`config.mk`:
```
export PLATFORM = sky130hd
export DESIGN_NAME = hazard_unit
export DESIGN_NICKNAME = d
export VERILOG_FILES = /design/src/rtl/hazard_unit.sv
export SDC_FILE = /design/constraint.sdc
export NUM_CORES = 1
export LEC_CHECK = 0
export BUFFER_PORTS_ARGS = -buffer_cell sky130_fd_sc_hd__buf_2
export CAP_MARGIN = 10
export CORE_UTILIZATION = 47
export CTS_BUF_LIST = sky130_fd_sc_hd__clkbuf_8
export DETAILED_ROUTE_END_ITERATION = 10
export PLACE_DENSITY = 0.73
export SKIP_LAST_GASP = 1
export SYNTH_ARGS = -nofsm -noshare
export SYNTH_HDL_FRONTEND = slang
export SYNTH_SLANG_ARGS = --single-unit
```
`constraint.sdc`:
```
create_clock -name clk -period 2.1 [get_ports clk]
set_input_delay 0.42 -clock clk [delete_from_list [all_inputs] [get_ports clk]]
set_output_delay 0.42 -clock clk [all_outputs]
set_load 0.02 [all_outputs]
```
`src/rtl/hazard_unit.sv`:
```
// hazard_unit: 5-stage ARM pipeline hazard detection, forwarding and perf counters
// Ports:
//   clk, reset                 core clock, async active-high reset
//   RA1D/RA2D, RA1E/RA2E       D/E-stage source register numbers
//   WA3E/WA3M/WA3W             E/M/W destination register numbers
//   RegWriteM/RegWriteW        gated write enables from the controller
//   MemtoRegE                  E-stage instruction is a load
//   BranchTakenE               branch resolved taken in E
//   PCSrcW, PCWrPendingF       PC write retiring / pending
//   cnt_clr                    sync clear of counters and hang_err
//   ForwardAE/ForwardBE        00 regfile, 01 ResultW, 10 ALUOutM
//   StallF/StallD/FlushD/FlushE pipeline control
//   ldr_stall_cnt/pc_stall_cnt/flush_cnt  saturating perf counters
//   hang_err                   sticky stall-streak watchdog flag
module hazard_unit #(
    parameter int CNT_W     = 16,
    parameter int MAX_STALL = 8
) (
    input  logic             clk,
    input  logic             reset,
    input  logic [3:0]       RA1D,
    input  logic [3:0]       RA2D,
    input  logic [3:0]       RA1E,
    input  logic [3:0]       RA2E,
    input  logic [3:0]       WA3E,
    input  logic [3:0]       WA3M,
    input  logic [3:0]       WA3W,
    input  logic             RegWriteM,
    input  logic             RegWriteW,
    input  logic             MemtoRegE,
    input  logic             BranchTakenE,
    input  logic             PCSrcW,
    input  logic             PCWrPendingF,
    input  logic             cnt_clr,
    output logic [1:0]       ForwardAE,
    output logic [1:0]       ForwardBE,
    output logic             StallF,
    output logic             StallD,
    output logic             FlushD,
    output logic             FlushE,
    output logic [CNT_W-1:0] ldr_stall_cnt,
    output logic [CNT_W-1:0] pc_stall_cnt,
    output logic [CNT_W-1:0] flush_cnt,
    output logic             hang_err
);
    localparam int SW = $clog2(MAX_STALL + 1);
    localparam logic [SW-1:0] MAXS = SW'(MAX_STALL);
    localparam logic [CNT_W-1:0] SAT = '1;

    logic          ldrStall;
    logic [SW-1:0] streak;

    // M stage is newer than W, so it wins when both match
    always_comb begin
        ForwardAE = (RegWriteM && RA1E == WA3M) ? 2'b10 :
                    (RegWriteW && RA1E == WA3W) ? 2'b01 : 2'b00;
        ForwardBE = (RegWriteM && RA2E == WA3M) ? 2'b10 :
                    (RegWriteW && RA2E == WA3W) ? 2'b01 : 2'b00;
        ldrStall  = MemtoRegE && (RA1D == WA3E || RA2D == WA3E);
        StallF    = ldrStall || PCWrPendingF;
        StallD    = ldrStall;
        FlushD    = PCWrPendingF || PCSrcW || BranchTakenE;
        FlushE    = ldrStall || BranchTakenE;
    end

    always_ff @(posedge clk or posedge reset) begin
        if (reset) begin
            ldr_stall_cnt <= '0;
            pc_stall_cnt  <= '0;
            flush_cnt     <= '0;
            streak        <= '0;
            hang_err      <= 1'b0;
        end else begin
            // streak is the watchdog's view of the pipeline, not a statistic,
            // so the counter clear leaves it alone
            streak <= !StallF ? '0 : (streak == MAXS) ? streak : streak + 1'b1;
            if (cnt_clr) begin
                ldr_stall_cnt <= '0;
                pc_stall_cnt  <= '0;
                flush_cnt     <= '0;
                hang_err      <= 1'b0;
            end else begin
                if (ldrStall && ldr_stall_cnt != SAT)
                    ldr_stall_cnt <= ldr_stall_cnt + 1'b1;
                // a load-use stall cycle is attributed only to the ldr counter
                if (PCWrPendingF && !ldrStall && pc_stall_cnt != SAT)
                    pc_stall_cnt <= pc_stall_cnt + 1'b1;
                if (BranchTakenE && flush_cnt != SAT)
                    flush_cnt <= flush_cnt + 1'b1;
                if (StallF && streak == MAXS)
                    hang_err <= 1'b1;
            end
        end
    end
endmodule

```
==> metrics.yaml <==
use_met2_pct: 40.0
htree_levels: 2
via_count: 3195
cts_setup_buffers: 0
multi_input_area_sq_um: 1830
fillers: 583
areaGrowthSynthToFinish_pct: 27.4
yosys-top-cells-area: "dfrtp_1, xor2_1, a21oi_1"
grt_usage_pct: 23.0
start_kind: "input pin"
cpMostUsedCell: "buf_2"
end_kind: "output pin"
reg2reg_slack_ns: 0.16
grt_use_met3_pct: 3.31
maxSlewHeadroom_pct: 73.1
synth_edf_count: 0
leakage_uw: 0.00195
firstDrtPassIters: 4
min_path_type: "input pin to asynchronous set/reset pin"
synth-main-ff-cell: "dfrtp_1"
seq_area_sq_um: 1330
fin_util_pct: 63.5
clkLatencyLatePin_ns: 0.31
diodes: 0
yosysTopAreaCellShare_pct: 41.0
fin_nets: 513
path_clk_slew_ns: 0.10
drt-initial-drc-count: 142
ir_drop_mv: 0.373
r2r_start: "pc_stall_cnt[5]"
place_area_sq_um: 3990
finalInstanceArea_sq_um: 4120
cts.hold.buffers_added: 0
slew_viol_final: 0
ant_nets: 0
drc: 0
async_reset_ff_share_pct: 100
die_area_sq_um: 7220
chipHeight_um: 85.0
cp_slowest_cell: "nor4_2"
hold_ws_ns: 0.145
core_sq_um: 6490
max_stage_delay_ns: 0.32
synth.distinct_cells: 44
grt_max_degree: 54
rows: 29
netlist_area_sq_um: 3240
reg2regPathDepth: 5
crit_buf_inv: 4
ys_ff_latch: 53
worstReg2RegEnd: "pc_stall_cnt[13]"
cts.sink_count: 53
drt-vias-per-instance: 5.82
hold_viol_final: 0
cts_made_buffers: 5
gp_congestion: 0.785
start_util_pct: 49.8
worstSetupPathType: "input pin to output pin"
drv_cap: 0
clock.fmax_mhz: 509
cts_root_buffer: "clkbuf_8"
cts_tree: "yes"
syn_inst: 359
crit_arrival_ns: 1.55
ios: 94
synth_fp_nets: 401
path_delay_family: "buffers and inverters"
met1_usage_pct: 30.7
die_w_um: 85.0
cp_max_fo: 5
setup_tns_ns: 0
rsz0062_at_grt: "no"
synth_warnings: 0
busiest_layer: "met2"
overflow: 0
drive_gt1_share_pct: 30.7
clockBufferDepth: 2
grt_pass1_wl_um: 13700
yosysTopAreaCell: "dfrtp_1"
status: "finished, final reports clean"
finClkSkew_ns: 0.00939
finalPower_uw: 2060
finalCritPeriodShare_pct: 93.6
powerDensity_nw_per_um2: 499
syn_area_per_cell_sq_um: 9.02
required_ns: 1.68
finalSetupViolCount: 0
drt_wl_total_um: 8170
path_cells: "buf_2 > xor2_1 > nor4_2 > o21ai_2 > inv_2 > buf_4 > buf_2"
worstMarginPinSlew_ns: 0.404
port-buffer-count: 93
wl_per_cell_um: 14.9
antenna_found_initial: 0
grt_pass1_vias: 2977
post-route-min-period_ns: 1.97
ys_seq_area_share_pct: 41.0
dp.final_hpwl_um: 5870
-- through the flow --
step | setup slack, ns | cells
6_report | 0.134 | 549
5_1_grt | 0.0323 | 549
4_1_cts | 0.0289 | 549
3_5_place_dp | -0.0573 | 541
3_3_place_gp | 0.00928 | 541
2_1_floorplan | 0.0147 | 359
-- power by group --
part	internal [uW]	switching (uW)	total (uW)
Sequential	1040	20.9	1060
Combinational	116	167	283
Clock	357	359	716
-- final cells by class --
class                           instances  share of cell area (%)
Inverter                               11                    1.00
Tap cell                               77                    2.34
Clock inverter                          3                    1.12
Timing Repair Buffer                  120                    17.2
Clock buffer                            5                    1.67
Sequential cell                        53                    32.2
Multi-Input combinational cell        280                    44.5
-- cells in the mapped netlist, drive strengths merged (2+ instances only) --
| cell type | number |
|---|---|
| ha | 5 |
| inv | 11 |
| nand2b | 4 |
| buf | 6 |
| clkbuf | 9 |
| o211ai | 3 |
| o31ai | 15 |
| mux2 | 5 |
| and4 | 6 |
| o21ai | 13 |
| and3 | 9 |
| dfrtp | 53 |
| nor3 | 8 |
| o41ai | 2 |
| nand2 | 21 |
| mux2i | 3 |
| or3 | 9 |
| and2 | 4 |
| or4 | 16 |
| nor2 | 29 |
| nor2b | 4 |
| o2111ai | 2 |
| nand4 | 12 |
| a41oi | 2 |
| nand3 | 26 |
| xor2 | 32 |
| xnor2 | 4 |
| a31oi | 2 |
| nor4 | 8 |
| a21oi | 27 |
-- worst register-to-register path, stage by stage, from the launching register on --
cell     delay (ns)
dfrtp_1        0.44
nand4_1        0.24
nor3_2         0.36
nand2_1        0.17
or4_1          0.49
a21oi_1        0.16
-- cell families (layout without fill, tap and decap cells) --
logic type                 Yosys count  after routing  share of synthesized area [%]
adders and majority gates            5              5                           1.93
and+or+nand+nor                    160            160                           27.5
DFF                                 53             53                           41.0
muxes                                8              8                           2.67
buffers and inverters               26            139                           3.21
xor gates and xnor gates            36             36                           9.74
AOI/OAI and AO/OA                   71             71                           14.0
-- sequential cells by signal (all words and copies together), names as in the netlist --
name           cells
flush_cnt         16
hang_err           1
ldr_stall_cnt     16
pc_stall_cnt      16
streak             4
-- layer usage --
layer	vias to the layer above	wire [um]
li1	1558	-
met1	1569	3800
met2	62	4020
met3	6	286
met4	0	61
met5	-	0
-- layout by cell type, fill, tap and decap left out, drive strengths merged, types with 12 or more instances in the layout --
cell and count:
nand4 12, buf 120, nand3 26, or4 16, o21ai 13, nand2 21, o31ai 15, nor2 29
a21oi 27, dfrtp 53, xor2 32
-- worst max-delay path by stage --
| stage | from | to | slack (ns) | cells after the start |
|---|---|---|---|---|
| 6_report | RA1D[2] | StallD | 0.13 | 7 |
| 5_1_grt | pc_stall_cnt[5] | pc_stall_cnt[13] | 0.03 | 5 |
| 4_1_cts | WA3E[1] | FlushE | 0.03 | 7 |
| 3_5_place_dp | WA3E[1] | ldr_stall_cnt[4] | -0.06 | 7 |
| 3_3_place_gp | WA3E[1] | StallF | 0.009 | 8 |
| 2_1_floorplan | WA3E[1] | StallF | 0.01 | 8 |
-- what timing repair did --
| item | in CTS | in global routing |
|---|---|---|
| setup endpoints to repair | 3 | 1 |
| endpoints found under the hold margin | 0 | 0 |
| pin swaps | 0 | 1 |
| resized for setup | 2 | 3 |
| gates cloned | 0 | 0 |
(Power assumes the default switching activity.)
